`src/rtl/usart_pkg.sv`:
```
// Shared definitions for the buffered UART receiver: FSM encoding, parity modes,
// status register layout and the default bit period.
package usart_pkg;

  typedef enum logic [2:0] {
    StIdle,
    StStart,
    StData,
    StPar,
    StStop
  } rx_state_e;

  localparam int unsigned PARITY_NONE = 0;
  localparam int unsigned PARITY_EVEN = 1;
  localparam int unsigned PARITY_ODD  = 2;

  localparam int unsigned ST_OVR  = 7;
  localparam int unsigned ST_FERR = 6;
  localparam int unsigned ST_PERR = 5;
  localparam int unsigned ST_FULL = 4;

  // 32 MHz / 9600 baud
  localparam int unsigned DEFAULT_CPB = 3333;

  // Data must be zero above the frame width so the reduction covers only real bits.
  function automatic logic parity_error(logic [7:0] data, logic par_bit, int unsigned parity);
    return (^data ^ par_bit) != (parity == PARITY_ODD);
  endfunction

endpackage

```
`src/rtl/usart_fifo.sv`:
```
// Small synchronous FIFO; a push while full succeeds only alongside a pop.
module usart_fifo #(
  parameter int unsigned Width = 8,
  parameter int unsigned Depth = 4,
  localparam int unsigned PtrW = $clog2(Depth),
  localparam int unsigned CntW = $clog2(Depth) + 1
) (
  input  logic             clk,
  input  logic             rst,
  input  logic             push_i,
  input  logic [Width-1:0] din_i,
  input  logic             pop_i,
  output logic [Width-1:0] dout_o,
  output logic [CntW-1:0]  count_o,
  output logic             full_o,
  output logic             empty_o
);

  logic [Width-1:0] mem_q [Depth];
  logic [PtrW-1:0]  wr_ptr_q, rd_ptr_q;
  logic [CntW-1:0]  count_q;
  logic             do_push, do_pop;

  assign full_o  = count_q == CntW'(Depth);
  assign empty_o = count_q == '0;
  assign do_pop  = pop_i && !empty_o;
  assign do_push = push_i && (!full_o || do_pop);
  assign dout_o  = mem_q[rd_ptr_q];
  assign count_o = count_q;

  always_ff @(posedge clk) begin
    if (rst) begin
      wr_ptr_q <= '0;
      rd_ptr_q <= '0;
      count_q  <= '0;
    end else begin
      if (do_push) wr_ptr_q <= wr_ptr_q + PtrW'(1);
      if (do_pop)  rd_ptr_q <= rd_ptr_q + PtrW'(1);
      count_q <= count_q + CntW'(do_push) - CntW'(do_pop);
    end
  end

  always_ff @(posedge clk) begin
    if (do_push) mem_q[wr_ptr_q] <= din_i;
  end

endmodule

```
`src/rtl/usart_rx_fifo.sv`:
```
// UART receiver with runtime bit period, optional parity, a receive FIFO and a
// bus-readable status register with sticky error flags.
module usart_rx_fifo
  import usart_pkg::*;
#(
  parameter logic [7:0]  ADDR       = 8'h00,
  parameter int unsigned DATA_BITS  = 8,
  parameter int unsigned PARITY     = 0,
  parameter int unsigned FIFO_DEPTH = 4,
  parameter int unsigned CPB_W      = 12
) (
  input  logic             clk,
  input  logic             rst,
  input  logic             rx,
  input  logic [CPB_W-1:0] clk_per_bit,
  input  logic [7:0]       address,
  input  logic             ren,
  output logic [7:0]       port_out,
  output logic             int_rx
);

  localparam int unsigned CntW = $clog2(FIFO_DEPTH) + 1;

  rx_state_e        state_q;
  logic             rx_meta_q, rx_s_q;
  logic [CPB_W-1:0] cnt_q, cpb_q;
  logic [2:0]       bit_idx_q;
  logic [7:0]       data_q;
  logic             par_q;
  logic             ovr_q, ferr_q, perr_q;
  logic [7:0]       port_out_q;
  logic             int_rx_q;

  logic [CntW-1:0]  fifo_count;
  logic [7:0]       fifo_dout, status;
  logic             fifo_full, fifo_empty;
  logic             sample_tick, half_tick, frame_end, par_bad;
  logic             rd_data, rd_status, push, pop;
  logic             ovr_set, ferr_set, perr_set;

  assign sample_tick = cnt_q == cpb_q - CPB_W'(1);
  assign half_tick   = cnt_q == (cpb_q >> 1) - CPB_W'(1);
  assign frame_end   = (state_q == StStop) && sample_tick;
  assign par_bad     = (PARITY != PARITY_NONE) && parity_error(data_q, par_q, PARITY);

  assign rd_data   = ren && (address == ADDR);
  assign rd_status = ren && (address == ADDR + 8'd1);
  assign pop       = rd_data && !fifo_empty;

  // Resolution priority: framing, then parity, then overrun.
  assign ferr_set = frame_end && !rx_s_q;
  assign perr_set = frame_end && rx_s_q && par_bad;
  assign ovr_set  = frame_end && rx_s_q && !par_bad && fifo_full && !pop;
  assign push     = frame_end && rx_s_q && !par_bad && (!fifo_full || pop);

  always_comb begin
    status          = '0;
    status[ST_OVR]  = ovr_q;
    status[ST_FERR] = ferr_q;
    status[ST_PERR] = perr_q;
    status[ST_FULL] = fifo_full;
    status[3:0]     = 4'(fifo_count);
  end

  usart_fifo #(
    .Width(8),
    .Depth(FIFO_DEPTH)
  ) u_fifo (
    .clk    (clk),
    .rst    (rst),
    .push_i (push),
    .din_i  (data_q),
    .pop_i  (pop),
    .dout_o (fifo_dout),
    .count_o(fifo_count),
    .full_o (fifo_full),
    .empty_o(fifo_empty)
  );

  always_ff @(posedge clk) begin
    if (rst) begin
      rx_meta_q <= 1'b1;
      rx_s_q    <= 1'b1;
    end else begin
      rx_meta_q <= rx;
      rx_s_q    <= rx_meta_q;
    end
  end

  always_ff @(posedge clk) begin
    if (rst) begin
      state_q   <= StIdle;
      cnt_q     <= '0;
      cpb_q     <= CPB_W'(DEFAULT_CPB);
      bit_idx_q <= '0;
      data_q    <= '0;
      par_q     <= 1'b0;
    end else begin
      unique case (state_q)
        StIdle: begin
          if (!rx_s_q) begin
            state_q <= StStart;
            cnt_q   <= '0;
            cpb_q   <= clk_per_bit;
            data_q  <= '0;
          end
        end
        StStart: begin
          if (half_tick) begin
            cnt_q     <= '0;
            bit_idx_q <= '0;
            state_q   <= rx_s_q ? StIdle : StData;
          end else begin
            cnt_q <= cnt_q + CPB_W'(1);
          end
        end
        StData: begin
          if (sample_tick) begin
            cnt_q             <= '0;
            data_q[bit_idx_q] <= rx_s_q;
            bit_idx_q         <= bit_idx_q + 3'd1;
            if (bit_idx_q == 3'(DATA_BITS - 1)) begin
              state_q <= (PARITY != PARITY_NONE) ? StPar : StStop;
            end
          end else begin
            cnt_q <= cnt_q + CPB_W'(1);
          end
        end
        StPar: begin
          if (sample_tick) begin
            cnt_q   <= '0;
            par_q   <= rx_s_q;
            state_q <= StStop;
          end else begin
            cnt_q <= cnt_q + CPB_W'(1);
          end
        end
        StStop: begin
          // Back to idle mid-stop so an immediately following start bit is seen.
          if (sample_tick) begin
            cnt_q   <= '0;
            state_q <= StIdle;
          end else begin
            cnt_q <= cnt_q + CPB_W'(1);
          end
        end
        default: state_q <= StIdle;
      endcase
    end
  end

  always_ff @(posedge clk) begin
    if (rst) begin
      ovr_q      <= 1'b0;
      ferr_q     <= 1'b0;
      perr_q     <= 1'b0;
      port_out_q <= '0;
      int_rx_q   <= 1'b0;
    end else begin
      // A flag raised in the same cycle as a status read survives the clear.
      ovr_q    <= (ovr_q && !rd_status) || ovr_set;
      ferr_q   <= (ferr_q && !rd_status) || ferr_set;
      perr_q   <= (perr_q && !rd_status) || perr_set;
      int_rx_q <= fifo_count != '0;
      if (rd_data) begin
        port_out_q <= fifo_empty ? 8'h00 : fifo_dout;
      end else if (rd_status) begin
        port_out_q <= status;
      end
    end
  end

  assign port_out = port_out_q;
  assign int_rx   = int_rx_q;

endmodule

```
`config.mk`:
```
export PLATFORM = sky130hd
export DESIGN_NAME = usart_rx_fifo
export DESIGN_NICKNAME = d
export VERILOG_FILES = /design/src/rtl/usart_pkg.sv /design/src/rtl/usart_fifo.sv /design/src/rtl/usart_rx_fifo.sv
export SDC_FILE = /design/constraint.sdc
export NUM_CORES = 1
export LEC_CHECK = 0
export CAP_MARGIN = 20
export CORE_AREA = 2 2 107 109
export CTS_CLUSTER_DIAMETER = 30
export CTS_CLUSTER_SIZE = 25
export DETAILED_ROUTE_END_ITERATION = 8
export DIE_AREA = 0 0 109 111
export PLACE_DENSITY = 0.63
export SLEW_MARGIN = 20
export SYNTH_ARGS = -nofsm -noshare
export SYNTH_HDL_FRONTEND = slang
export SYNTH_HIERARCHICAL = 1
export SYNTH_SLANG_ARGS = --single-unit
export TNS_END_PERCENT = 30
```
`constraint.sdc`:
```
create_clock -name clk -period 5.4 [get_ports clk]
set_input_delay 0.54 -clock clk [delete_from_list [all_inputs] [get_ports clk]]
set_output_delay 0.54 -clock clk [all_outputs]
set_load 0.01 [all_outputs]
```
==> results_dict.tcl <==
set metrics [dict create \
    synthArstFlopShare 0 \
    combPwrFrac 0.057 \
    wl_um 10200 \
    ys.warnings.count 6 \
    cap_violations 0 \
    swShare 0.225 \
    hold_path_class "reg -> reg" \
    clk_path_buf_depth 2 \
    globalplace.congestion 0.894 \
    ys_ff_latch 93 \
    end_kind "flip-flop" \
    slew_violations 0 \
    power_leakage_nw 1.92 \
    synth.area.top_cells "dfxtp_1, edfxtp_1, nand2_1" \
    cts_buffers 9 \
    netlist_instances 486 \
    grt_setup_unrepaired "no" \
    grt_pass1_vias 3525 \
    postCtsHoldBufs 0 \
    drt_first_pass_iters 4 \
    dieArea_um2 12100 \
    reg2reg_slack_ns 1.54 \
    p_sw_uw 329 \
    layout-drive-gt1-share 0.0860 \
    fmax_ghz 0.259 \
    critPathCapture "u_fifo/count_o[2]" \
    min_period_ns 3.86 \
    reg2reg_depth 17 \
    start_util 0.433 \
    vias_per_cell 5.49 \
    seq_area_frac_synth 0.455 \
    root_buffer "clkbuf_16" \
    setup-tns-final_ns 0 \
    port_buffers 32 \
    seq_power_share 0.503 \
    holdPathStages 1 \
    pwr-share-clk 0.440 \
    ant_nets 0 \
    intPower_mw 1.13 \
    final_hold_viol_count 0 \
    grt-ovfl-total 0 \
    nets 530 \
    ios 33 \
    start_kind "flip-flop" \
    cts_resized 0 \
    crit_path_start "cpb_q[2]" \
    grt_max_degree 45 \
    cts_tree "built" \
    ir_drop_mv 0.160 \
    fin_skew_ns 0.00856 \
    synth_common_cells "dfxtp_1, nand2_1, nor2_1" \
    power_density_nw_per_um2 269 \
    worstMarginPinSlew_ns 0.828 \
    fp.dieW_um 109 \
    track_usage 0.182 \
    fillCellCount 971 \
    clk_pin_slew_worst_paths_ns 0.07 \
    slew_headroom 0.448 \
    netlist_area_um2 4800 \
    clk_latency_ns 0.34 \
    die_y_um 111 \
    rows 39 \
    period_share 0.714 \
    yosysTopAreaCell "dfxtp_1" \
    cp.arrival_ns 4.12 \
    drc_errors 0 \
    timing.rr.start "cpb_q[2]" \
    vias 3528 \
    diodes 0 \
    drtIter0Drc 296 \
    hpwl_um 7170 \
    ys_types 66 \
    antenna_found_initial 0 \
    status "finished, final reports clean" \
    synth_most_common_cell "dfxtp_1" \
    syn_to_final_growth_pct 13.5 \
    cp.required_ns 5.67 \
    h-tree-depth 3 \
    synth_ff_type "dfxtp_1" \
    fin_total_pwr_mw 1.46 \
    yosysTopAreaCellShare 0.255 \
    cts_sinks 93 \
    setup_viol 0 \
    syn_nets 521 \
    coreArea_um2 11100 \
    avgSynthCellArea_um2 9.87 \
    synth-edff-count 32 \
    r2r_end "u_fifo/count_o[2]" \
    worst-setup-path-type "reg -> reg" \
    grt_pass1_wl_um 17300 \
    post_cts_buffers 0 \
    wire_per_inst_um 15.9 \
    path_max_fanout 7 \
    final_util 0.492 \
]
==> power by group through the flow <==
| stage | sequential (mW) | combinational [mW] | clock (mW) |
|---|---|---|---|
| 3_3_place_gp | 0.752 | 0.0814 | 0 |
| 6_report | 0.737 | 0.0834 | 0.643 |
| 5_1_grt | 0.738 | 0.0915 | 0.688 |
| 3_5_place_dp | 0.752 | 0.0830 | 0 |
| 4_1_cts | 0.736 | 0.0837 | 0.656 |
| 2_1_floorplan | 0.744 | 0.0613 | 0 |
==> registers in the layout (all words and copies together), names as in the netlist, named ones only <==
signal / cells
u_fifo/mem_q: 32
cnt_q: 12
cpb_q: 12
data_q: 8
port_out: 8
bit_idx_q: 3
state_q: 3
u_fifo/count_o: 3
u_fifo/rd_ptr_q: 2
u_fifo/wr_ptr_q: 2
ferr_q: 1
int_rx: 1
ovr_q: 1
perr_q: 1
rx_meta_q: 1
rx_s_q: 1
==> critical path: stages, from the launching register on <==
cell      delay [ns]
dfxtp_1         0.37
inv_1           0.11
ha_1            0.25
nor4b_2         0.35
and4_1          0.26
o221ai_2        0.13
a2111o_1        0.50
nor2_1          0.17
nand2_1         0.07
nor2_1          0.15
a21boi_4        0.28
a21o_1          0.15
ha_1            0.13
inv_1           0.05
fa_1            0.37
xor2_1          0.16
and2_1          0.16
nor3_1          0.11
==> cell families after synthesis <==
family | Yosys count | share of synthesized area
XOR/XNOR | 36 | 0.0686
adder cells (fa/ha/maj) | 11 | 0.0303
flip-flops | 93 | 0.455
multiplexers | 12 | 0.0469
AO/OA/AOI/OAI | 100 | 0.148
buffers and inverters | 47 | 0.0456
AND/OR/NAND/NOR | 187 | 0.206
==> cell type report <==
cell class,instances,area [um^2],share of cell area
multi-input combinational,346,2400,0.441
sequential,93,2180,0.401
timing repair buffer,34,335,0.0616
clock buffer,10,229,0.0420
tap,143,179,0.0329
clock inverter,6,77.6,0.0142
inverter,11,41.3,0.00758
==> worst min-delay path by stage <==
stage	startpoint	endpoint	slack, ns
floorplan	rx_meta_q	rx_s_q	0.39
global placement	rx_meta_q	rx_s_q	0.41
detailed placement	rx_meta_q	rx_s_q	0.40
CTS	rx_meta_q	rx_s_q	0.42
global route	rx_meta_q	rx_s_q	0.45
finish	rx_meta_q	rx_s_q	0.41
==> routing by layer <==
metal | part of all wire | track usage
met5 | 0 | 0
met4 | 0.024 | 0.0718
met3 | 0.045 | 0.0406
met2 | 0.45 | 0.273
met1 | 0.48 | 0.253
==> through the flow <==
stage | instance area [um^2] | setup slack [ns] | hold WS (ns) | std cells
floorplan | 4800 | 1.95 | 0.393 | 486
global placement | 5140 | 1.67 | 0.407 | 627
detailed placement | 5140 | 1.54 | 0.398 | 627
CTS | 5450 | 1.53 | 0.415 | 643
global route | 5450 | 1.27 | 0.451 | 643
finish | 5450 | 1.54 | 0.413 | 643
==> placed cells by master, fill, tap and decap left out, types with 9 or more instances in the layout <==
| master | count |
|---|---|
| dfxtp_1 | 61 |
| nand2_1 | 54 |
| nor2_1 | 42 |
| clkdlybuf4s50_1 | 32 |
| edfxtp_1 | 32 |
| a21oi_1 | 22 |
| xor2_1 | 20 |
| nor2b_1 | 17 |
| o21ai_0 | 16 |
| xnor2_1 | 15 |
| o211ai_1 | 13 |
| inv_1 | 10 |
| nand3_1 | 10 |
| a211oi_1 | 10 |
| ha_1 | 10 |
| and3_1 | 9 |
| nor3_1 | 9 |
| clkbuf_16 | 9 |
Note: power is estimated with default switching activity, not from simulation.
